File: src/rtl/frame_filter.sv
// Frame-filter engine: walks the source image in raster order, fetches each 3x3
// neighbourhood (edge-replicated) and writes one filtered pixel to the display RAM.
module frame_filter #(
   parameter int WIDTH  = 100,
   parameter int HEIGHT = 100,
   parameter int AW     = 14,
   parameter int DW     = 8
) (
   input  logic          clk,
   input  logic          rst_n,
   input  logic          start,
   input  logic [1:0]    mode,
   output logic          busy,
   output logic          done,
   output logic [AW-1:0] src_addr,
   input  logic [DW-1:0] src_q,
   output logic [AW-1:0] dst_addr,
   output logic [DW-1:0] dst_data,
   output logic          dst_wren
);

   localparam logic [2:0] S_IDLE  = 3'd0;
   localparam logic [2:0] S_FETCH = 3'd1;
   localparam logic [2:0] S_ACC   = 3'd2;
   localparam logic [2:0] S_WRITE = 3'd3;
   localparam logic [2:0] S_DONE  = 3'd4;

   logic [2:0]    state;
   logic [3:0]    k;
   logic [1:0]    mode_r;
   logic [AW-1:0] x, y;
   logic [DW-1:0] tap [0:7];
   logic [DW-1:0] result;

   logic [DW-1:0] c [0:8];
   logic [11:0]   gsum;
   logic [11:0]   sraw;
   logic signed [11:0] ssum;
   logic [DW-1:0] filt;
   int            tx, ty;

   // Tap address: row-major (dy,dx) around (x,y), clamped to the image bounds
   always_comb begin
      tx = int'(x) + int'(k % 4'd3) - 1;
      ty = int'(y) + int'(k / 4'd3) - 1;
      if (tx < 0) tx = 0;
      else if (tx > WIDTH - 1) tx = WIDTH - 1;
      if (ty < 0) ty = 0;
      else if (ty > HEIGHT - 1) ty = HEIGHT - 1;
      src_addr = (state == S_FETCH) ? AW'(ty * WIDTH + tx) : '0;
   end

   // Tap 8 is still on the RAM output during ACC, so it feeds the filter directly
   always_comb begin
      for (int i = 0; i < 8; i++) c[i] = tap[i];
      c[8] = src_q;
      gsum = 12'(c[0]) + (12'(c[1]) << 1) + 12'(c[2]) + (12'(c[3]) << 1)
           + (12'(c[4]) << 2) + (12'(c[5]) << 1) + 12'(c[6]) + (12'(c[7]) << 1)
           + 12'(c[8]);
      sraw = 12'(c[4]) * 12'd5 - 12'(c[1]) - 12'(c[3]) - 12'(c[5]) - 12'(c[7]);
      ssum = $signed(sraw);
      filt = '0;
      case (mode_r)
         2'b00: filt = c[4];
         2'b01: filt = DW'(gsum >> 4);
         2'b10: begin
            if (ssum < 0)              filt = '0;
            else if (ssum > 12'sd255)  filt = {DW{1'b1}};
            else                       filt = DW'(sraw);
         end
         default: filt = {DW{1'b1}} - c[4];
      endcase
   end

   always_ff @(posedge clk or negedge rst_n) begin
      if (!rst_n) begin
         state  <= S_IDLE;
         k      <= '0;
         mode_r <= '0;
         x      <= '0;
         y      <= '0;
         result <= '0;
         for (int i = 0; i < 8; i++) tap[i] <= '0;
      end else begin
         case (state)
            S_IDLE: if (start) begin
               mode_r <= mode;
               x      <= '0;
               y      <= '0;
               k      <= '0;
               state  <= S_FETCH;
            end
            S_FETCH: begin
               if (k != 4'd0) tap[3'(k - 4'd1)] <= src_q;
               if (k == 4'd8) state <= S_ACC;
               else           k     <= k + 4'd1;
            end
            S_ACC: begin
               result <= filt;
               k      <= '0;
               state  <= S_WRITE;
            end
            S_WRITE: begin
               if (x == AW'(WIDTH - 1)) begin
                  x <= '0;
                  y <= y + 1'b1;
                  state <= (y == AW'(HEIGHT - 1)) ? S_DONE : S_FETCH;
               end else begin
                  x     <= x + 1'b1;
                  state <= S_FETCH;
               end
            end
            S_DONE:  state <= S_IDLE;
            default: state <= S_IDLE;
         endcase
      end
   end

   // Outputs decode straight from state so an async reset clears them at once
   assign busy     = (state == S_FETCH) || (state == S_ACC) || (state == S_WRITE);
   assign done     = (state == S_DONE);
   assign dst_wren = (state == S_WRITE);
   assign dst_addr = dst_wren ? AW'(int'(y) * WIDTH + int'(x)) : '0;
   assign dst_data = dst_wren ? result : '0;

endmodule

File: config.mk
export PLATFORM = sky130hd
export DESIGN_NAME = frame_filter
export DESIGN_NICKNAME = d
export VERILOG_FILES = /design/src/rtl/frame_filter.sv
export SDC_FILE = /design/constraint.sdc
export NUM_CORES = 1
export LEC_CHECK = 0
export BUFFER_PORTS_ARGS = -buffer_cell sky130_fd_sc_hd__buf_2
export CORE_ASPECT_RATIO = 1.25
export CORE_UTILIZATION = 50
export DETAILED_ROUTE_END_ITERATION = 10
export HOLD_SLACK_MARGIN = 0.1
export PLACE_DENSITY_LB_ADDON = 0.15
export SYNTH_ARGS = -nofsm -noshare
export SYNTH_HDL_FRONTEND = slang
export SYNTH_SLANG_ARGS = --single-unit
export TNS_END_PERCENT = 1
File: constraint.sdc
create_clock -name clk -period 21.1 [get_ports clk]
set_clock_uncertainty 0.2 [all_clocks]
set_input_delay 4.22 -clock clk [delete_from_list [all_inputs] [get_ports clk]]
set_output_delay 4.22 -clock clk [all_outputs]
set_load 0.01 [all_outputs]
After elaboration in Yosys (flattened, before gate mapping)
Cells that the tools add are included.
- flip-flop bits (word level): 109
- input port bits: 13
- output and inout bits: 39
- word-level logic and storage cells: 104
- add/sub/neg operators: 23
- $mul: 3
- divide/modulo/power cells: 2
- $lt $le $gt $ge: 8
- equal/unequal tests: 13
- multiplexer cells: 26
- bitwise operators: 1
- reduce and logical (&&, ||, !) cells: 14
- operator list (cell ; count):
    14-bit 2-to-1 mux ; 7
    15-bit by 32-bit adder with 32-bit output ; 2
    64-bit bitwise mux ; 1
    32-bit by 8-bit greater-than comparator with 1-bit output (second input constant) ; 2
    32-bit by 1-bit less-than comparator with 1-bit output (second input constant) ; 2
    32-bit 2-to-1 mux ; 2
    32-bit by 2-bit subtractor with 32-bit output (second input constant) ; 2
    14-bit one-hot mux with 2 select lines ; 2
    12-bit by 8-bit subtractor with 12-bit output ; 3
    4-bit by 2-bit divider with 32-bit output (second input constant) ; 1
    4-bit by 2-bit modulo with 32-bit output (second input constant) ; 1
    32-bit by 6-bit multiplier with 12-bit output (second input constant) ; 1
    8-bit 2-to-1 mux ; 4
    14-bit by 1-bit adder with 14-bit output (second input constant) ; 2
    14-bit adder ; 2
    14-bit by 7-bit equality test with 1-bit output (second input constant) ; 2
    12-bit by 8-bit adder with 12-bit output ; 2
    12-bit by 9-bit adder with 12-bit output ; 2
    8-bit demux with 3-bit select ; 1
    8-bit one-hot mux with 3 select lines ; 1
    14-bit by 5-bit multiplier with 12-bit output (second input constant) ; 1
    11-bit by 9-bit adder with 12-bit output ; 1
    12-bit by 10-bit adder with 12-bit output ; 1
    12-bit by 9-bit greater-than comparator with 1-bit output (second input constant) ; 1
    other kinds (32) ; 44

Depth between registers and ports, before layout
Gate-level depths: netlist of the first run.
- depth in word-level cells: 9
- mapped depth: 44

Least setup slack after synthesis of the first run
No wires, ideal clock.
- path type: register to output
- from: reg k[0]
- to: out src_addr[12]
- arrival time: 8196 ps
- setup slack: 8484 ps
- stages on the path, launching flop included: 38
- buffers on the path: 2
- cell sequence: dfrtp_1 clkbuf_1 inv_1 ha_1 a211oi_1 a21oi_2 xnor2_1 ha_1 nor2_1 a221oi_2 nand3_1 o21ai_1 inv_1 ha_1 inv_1 ha_1 buf_2 nand4_4 [... 2 more ...] o211a_2 a211o_1 or4b_1 or4_4 or4_4 nor3_1 ha_1 inv_1 fa_1 nor2b_1 o21ai_0 a21oi_1 o21ai_0 a21boi_0 o21ai_0 a21oi_1 nor3_1 nor3b_1
- longest elaborated chain between the ends: 9
- elaborated cells on any way between the ends: 17
- classes of those cells: add/sub: 5; mul: 1; div: 2; order compare: 4; mux: 5
- ends and longest elaborated chain (item ; line ; RTL):
    from (decl) ; 29 ; logic [3:0] k;
    from (signal assigned) ; 96 ; else k <= k + 4'd1;
    4-bit by 2-bit divider with 32-bit output ; 45 ; ty = int'(y) + int'(k / 4'd3) - 1;
    15-bit by 32-bit adder with 32-bit output ; 45 ;
    32-bit by 2-bit subtractor with 32-bit output ; 45 ;
    32-bit by 8-bit greater-than comparator with 1-bit output ; 49 ; else if (ty > HEIGHT - 1) ty = HEIGHT - 1;
    32-bit 2-to-1 mux ; 49 ;
    32-bit 2-to-1 mux ; 48 ; if (ty < 0) ty = 0;
    32-bit by 6-bit multiplier with 12-bit output ; 50 ; src_addr = (state == S_FETCH) ? AW'(ty * WIDTH + tx) : '0;
    14-bit adder (*) ; 50 ;
    14-bit 2-to-1 mux (*) ; 50 ;
    to (decl) ; 15 ; output logic [AW-1:0] src_addr,
Mark *: on every way between the ends. The rest lies on a longest branch, timed or not.

Final worst setup path of the first run
- from: reg k[2]
- to: out src_addr[13]
Same word-level chain as after synthesis.

==> results of run 1 <==
-- layout by cell type (no fill, tap or decap), types with 18 or more instances in the layout --
master / n
inv_1: 219
ha_1: 184
nor2_1: 121
dfrtp_1: 109
o21ai_0: 105
nand2_1: 105
fa_1: 99
a21oi_1: 94
xnor2_1: 72
buf_2: 50
mux2_2: 37
nand3_1: 35
nor3_1: 28
and2_1: 25
xor2_1: 23
a21o_1: 21
o21bai_1: 21
nand4_1: 18
-- state kept, by name, indices dropped and copies added (netlist names) --
| register | flops |
|---|---|
| y | 14 |
| k | 4 |
| mode_r | 2 |
| c | 64 |
| result | 8 |
| state | 3 |
| x | 14 |
-- through the flow --
| stage | setup WS [ns] | hold WS [ns] | util (%) |
|---|---|---|---|
| after floorplan | 8.48 | 0.257 | - |
| after global placement | 7.60 | 0.283 | 53.4 |
| after detailed placement | 7.34 | 0.286 | 53.4 |
| after CTS | 6.88 | 0.307 | 54.6 |
| after global routing | 5.92 | 0.344 | 54.6 |
| final | 6.87 | 0.310 | 54.6 |
-- worst max-delay path: cells and delay by family, from the launching register on --
| family | cells | cell delay [ns] |
|---|---|---|
| simple gates | 12 | 2.47 |
| compound gates | 12 | 2.48 |
| buf+inv | 6 | 0.65 |
| fa+ha+maj | 10 | 2.92 |
| flops | 1 | 0.69 |
| xor+xnor | 2 | 0.26 |
-- area by class of cell --
| type | instances | area [um^2] |
|---|---|---|
| Tap cell | 345 | 432 |
| Multi-Input combinational cell | 1224 | 10100 |
| Timing Repair Buffer | 56 | 295 |
| Sequential cell | 109 | 2730 |
| Clock inverter | 6 | 68.8 |
| Inverter | 219 | 822 |
| Clock buffer | 10 | 239 |
| Fill cell | 2491 | 12300 |
-- kinds of logic (layout without fill, tap and decap cells) --
kind of cell,count (synthesis),count (layout),share of synthesized area [%]
and+or+nand+nor,429,429,15.6
AOI/OAI and AO/OA,361,361,16.7
adders and majority gates,283,283,31.0
buffers and inverters,259,291,7.10
DFF,109,109,19.8
xor gates and xnor gates,95,95,6.03
muxes,45,45,3.69
other,1,11,0.0272
-- metal layers --
layer	part of all wire (%)	routed length [um]	global-route usage (%)	vias up
met5	0	0	0	-
met1	43	14700	31.4	5317
li1	-	-	-	5503
met3	3.2	1100	3.50	42
met2	52	17700	45.5	180
met4	2.4	808	7.46	0
-- worst paths after layout --
check	startpoint	end	slack, ns	cells past startpoint
worst max-delay path	k[2]	src_addr[13]	6.87	42
min in group asynchronous	rst_n	c[67]	3.65	1
worst min register to register	result[3]	result[3]	0.31	2
worst min-delay path	result[3]	result[3]	0.31	2
max in group asynchronous	rst_n	x[10]	15.72	2
worst max register to register	c[59]	result[2]	15.10	17
==> out/qor.yml, run 1 <==
cts:
  cts.root.buffer_cell: "clkbuf_16"
  cts-buffers-inserted: 9
  holdBufCountCts: 0
  postCtsSetupBuffers: 0
  cts_htree_levels: 3
  clock_latency_at_the_later_pin_of_the_worst_skew_pair_ns: 0.37
  clock_tree_from_tritoncts: "done"
  sink_count: 109
  clk_path_buf_depth: 2
  cts_resized: 0
  clkTransAtPathRegs_ns: 0.08
outcome:
  status: "finished, final reports clean"
global_route:
  antenna_found_initial: 0
  grt_start_max_net_pins: 65
  grt_first_pass_wirelength_mm: 56.0
  grt.total_usage_pct: 25.5
  globalRouteOverflowTotal: 0
  grt_pass1_vias: 11100
sta:
  tightestPinTransition_ns: 1.00
  final_period_minus_worst_setup_slack_ns: 14.23
  clock.fmax_ghz: 0.0703
  timing.slew.headroom_pct: 31.4
  rsz_0062_raised_after_global_routing: "false"
  finalSetupTns_ns: 0
  finalSetupViolations: 0
  final_hold_viol_count: 0
  finalCritPeriodShare_pct: 67.5
  timing.final.max_slew_violations: 0
synth:
  synth.largest_area_cell: "dfrtp_1"
  syn-cell-area_um2: 13800
  yosysSeqAreaShare_pct: 19.8
  synth-seq-cells: 109
  synth_flop_cell: "dfrtp_1"
  postSynthCellCount: 1582
  synth.area.top_cells: "dfrtp_1 20%, ha_1 17%, fa_1 14%, inv_1 6.0%, xnor2_1 4.6%"
  synth_commonest_cells: "219 x inv_1, 184 x ha_1, 121 x nor2_1"
  ys_warn_count: 0
  share_of_the_synthesized_area_in_the_top_cell_type_pct: 19.8
  synth_edf_count: 0
  post_synth.cell_area_avg_um2: 8.73
  yosysMostFrequentCell: "inv_1"
  synth.distinct_cells: 84
  async_reset_ff_share_pct: 100
place:
  postPlaceCellArea_um2: 14400
  buffer_ports.inserted: 51
  numPlacedInstances: 1953
  detailed_place_hpwl_mm: 28.0
  gp_congestion: 0.935
floorplan:
  top_level_ports: 52
  die_width_um: 151
  row_count: 67
  fp.dieArea_um2: 28300
  floorplan.initialDensity_pct: 51.1
  chipHeight_um: 188
  area_of_the_core_um2: 27000
detailed_routing:
  dr.first_iter.drc_count: 575
  routed_wire_length_per_instance_um: 17.4
  vias: 11000
  routed_wl_mm: 34.3
  drc_markers: 0
  drt.antenna.violating_nets: 0
  routed_via_density: 5.61
  drt_pre_antenna_iters: 5
cells_and_area:
  final-instance-count-excl-fill: 1969
  final_layout_size_suffix_gt1_share_pct: 8.74
  finalNetCount: 1915
  final_design_area_no_fill_um2: 14700
  syn2layout_area_growth_pct: 6.71
  antenna_cells_inserted: 0
critical_path:
  timing.critical_path.slowest_cell_delay_ns: 0.69
  timing.critical_path.mode_cell: "ha_1"
  cp-end-kind: "primary output"
  critical-path-slowest-cell: "dfrtp_1"
  timing.critical_path.required_ns: 16.68
  crit_fanout: 19
  worst_setup_sp_type: "register"
  worst_ep_arrival_time_ns: 9.81
  crit_type: "reg2out"
worst_hold_path:
  worst_min_delay_path_class: "reg2reg"
run:
  total_of_max_cap_violations: 0
Power of run 1 is not shown: default switching activity piles up to over one toggle a cycle in this logic, so the estimate is an artifact.
==> run 2, diff against run 1 <==
==> constraint.sdc (replaced) <==
create_clock -name clk -period 13.4 [get_ports clk]
set_clock_uncertainty 0.2 [all_clocks]
set_input_delay 2.68 -clock clk [delete_from_list [all_inputs] [get_ports clk]]
set_output_delay 2.68 -clock clk [all_outputs]
set_load 0.01 [all_outputs]
==> run 2 against run 1 <==
Core utilization decreased by 0.10 points. Register-to-register slack got worse by 7.6 ns. First-iteration DRC count increased by 3.5%. Non-clock buffer count unchanged. Cell count about the same. Via count about the same. Design area decreased by 0.19%. Hold slack improved by 0.0049 ns. Setup slack got worse by 5.9 ns. Die area unchanged. Sequential cell count unchanged. Sequential share of layout area about the same. Highest routed layer unchanged.
==> out/qor.yml, run 2 (synthesis gave the netlist of run 1 again) <==
outcome:
  status: "finished, final reports clean"
cts:
  postCtsSetupBuffers: 0  # unchanged
  cts_htree_levels: 3  # unchanged
  clkTransAtPathRegs_ns: 0.08  # about the same
  cts-buffers-inserted: 9  # unchanged
  clock_tree_from_tritoncts: "done"
  sink_count: 109  # unchanged
  clock_latency_at_the_later_pin_of_the_worst_skew_pair_ns: 0.37  # about the same
  clk_path_buf_depth: 2  # unchanged
  holdBufCountCts: 0  # unchanged
  cts.root.buffer_cell: "clkbuf_16"
floorplan:
  top_level_ports: 52  # unchanged
  row_count: 67  # unchanged
  die_width_um: 151  # unchanged
  area_of_the_core_um2: 27000  # unchanged
  floorplan.initialDensity_pct: 51.1  # unchanged
  fp.dieArea_um2: 28300  # unchanged
  chipHeight_um: 188  # unchanged
critical_path:
  critical_path.top_delay_family: "simple AND/OR/NAND/NOR gates"
  timing.critical_path.slowest_cell_delay_ns: 0.62  # -0.07 ns
  worst-path-buf-inv: 5  # -1
  crit_fanout: 13  # -6
  timing.critical_path.required_ns: 10.52  # -6.16 ns
  worst_ep_arrival_time_ns: 9.56  # -0.25 ns
  cp-end-kind: "primary output"
  worst_setup_sp_type: "register"
  crit_type: "reg2out"
  timing.critical_path.mode_cell: "ha_1"
  critical-path-slowest-cell: "dfrtp_1"
sta:
  rsz_0062_raised_after_global_routing: "false"
  timing.final.max_slew_violations: 0  # unchanged
  timing.slew.headroom_pct: 35.6  # +4.2 points
  clock.fmax_ghz: 0.0804
  final_hold_viol_count: 0  # unchanged
  finalSetupViolations: 0  # unchanged
  finalSetupTns_ns: 0  # unchanged
  tightestPinTransition_ns: 0.942  # -0.0611 ns
  finalCritPeriodShare_pct: 92.8
  final_period_minus_worst_setup_slack_ns: 12.44
cells_and_area:
  finalNetCount: 1915  # unchanged
  antenna_cells_inserted: 0  # unchanged
  final_layout_size_suffix_gt1_share_pct: 8.81  # +0.067 points
  mostFrequentLayoutCells: "219 x inv_1, 184 x ha_1, 121 x nor2_1, 108 x dfrtp_1"
  syn2layout_area_growth_pct: 6.51
  layout.cells.most_common: "inv_1"
  largest_register_ff_count: 64  # unchanged
detailed_routing:
  drt.antenna.violating_nets: 0  # unchanged
  routed_via_density: 5.61  # about the same
  drc_markers: 0  # unchanged
  routed_wire_length_per_instance_um: 17.6  # +0.64%
  drt_pre_antenna_iters: 6  # +1
  dr.first_iter.drc_count: 595  # +3.5%
  routed_wl_mm: 34.5  # +0.59%
  vias: 11000  # -0.072%
global_route:
  grt_first_pass_wirelength_mm: 56.3  # +0.53%
  grt.total_usage_pct: 25.6  # +0.13 points
  globalRouteOverflowTotal: 0  # unchanged
  grt_start_max_net_pins: 65  # unchanged
  antenna_found_initial: 0  # unchanged
  grt_pass1_vias: 11100  # +0.60%
place:
  buffer_ports.inserted: 51  # unchanged
  detailed_place_hpwl_mm: 28.1  # +0.39%
  gp_congestion: 0.881  # -5.8%
run:
  total_of_max_cap_violations: 0  # unchanged
worst_hold_path:
  worst_min_delay_path_class: "reg2reg"
[run 2: timing repair]
| action | 4_1_cts | 5_1_grt |
|---|---|---|
| gates resized for setup | 0 | 2 |
| endpoints found under the setup margin | 0 | 3 |
| hold endpoints to repair | 0 | 0 |
[run 2: final cells by class]
cell class	instances	area (um^2)
fill	2567	12300
tap	345	432
sequential	109	2730
multi-input combinational	1224	10200
clock buffer	10	239
clock inverter	5	35.0
inverter	219	822
timing repair buffer	56	295
[run 2: final timing paths]
path | start | endpoint | slack (ns) | cells past startpoint
min in group asynchronous | rst_n | c[11] | 2.12 | 1
worst min register to register | result[3] | result[3] | 0.31 | 2
worst min-delay path | result[3] | result[3] | 0.31 | 2
worst max register to register | c[57] | result[2] | 7.49 | 18
max in group asynchronous | rst_n | y[11] | 9.57 | 2
worst max-delay path | k[0] | src_addr[12] | 0.96 | 36
[run 2: metrics by stage]
stage / utilization, % / setup WS [ns] / area, um^2 / instances / hold slack [ns]
floorplan: - / 2.32 / 13800 / 1592 / 0.257
global placement: 53.4 / 1.44 / 14400 / 1953 / 0.278
detailed placement: 53.4 / 1.11 / 14400 / 1953 / 0.301
CTS: 54.5 / 0.673 / 14700 / 1968 / 0.320
global route: 54.5 / 0.0933 / 14700 / 1968 / 0.329
finish: 54.5 / 0.961 / 14700 / 1968 / 0.315
[run 2: worst min-delay path, cell delays in order (launching register included)]
cell      delay [ns]
dfrtp_1         0.36
nand2_1         0.05
o311ai_0        0.08
[run 2: layer usage]
layer / global-route usage [%] / wire, um / up-vias
met2: 46.4 / 17800 / 203
met4: 7.35 / 741 / 0
met3: 2.60 / 1060 / 41
met5: 0 / 0 / -
li1: - / - / 5503
met1: 31.6 / 15000 / 5287
Power of run 2 is left out for the same reason.
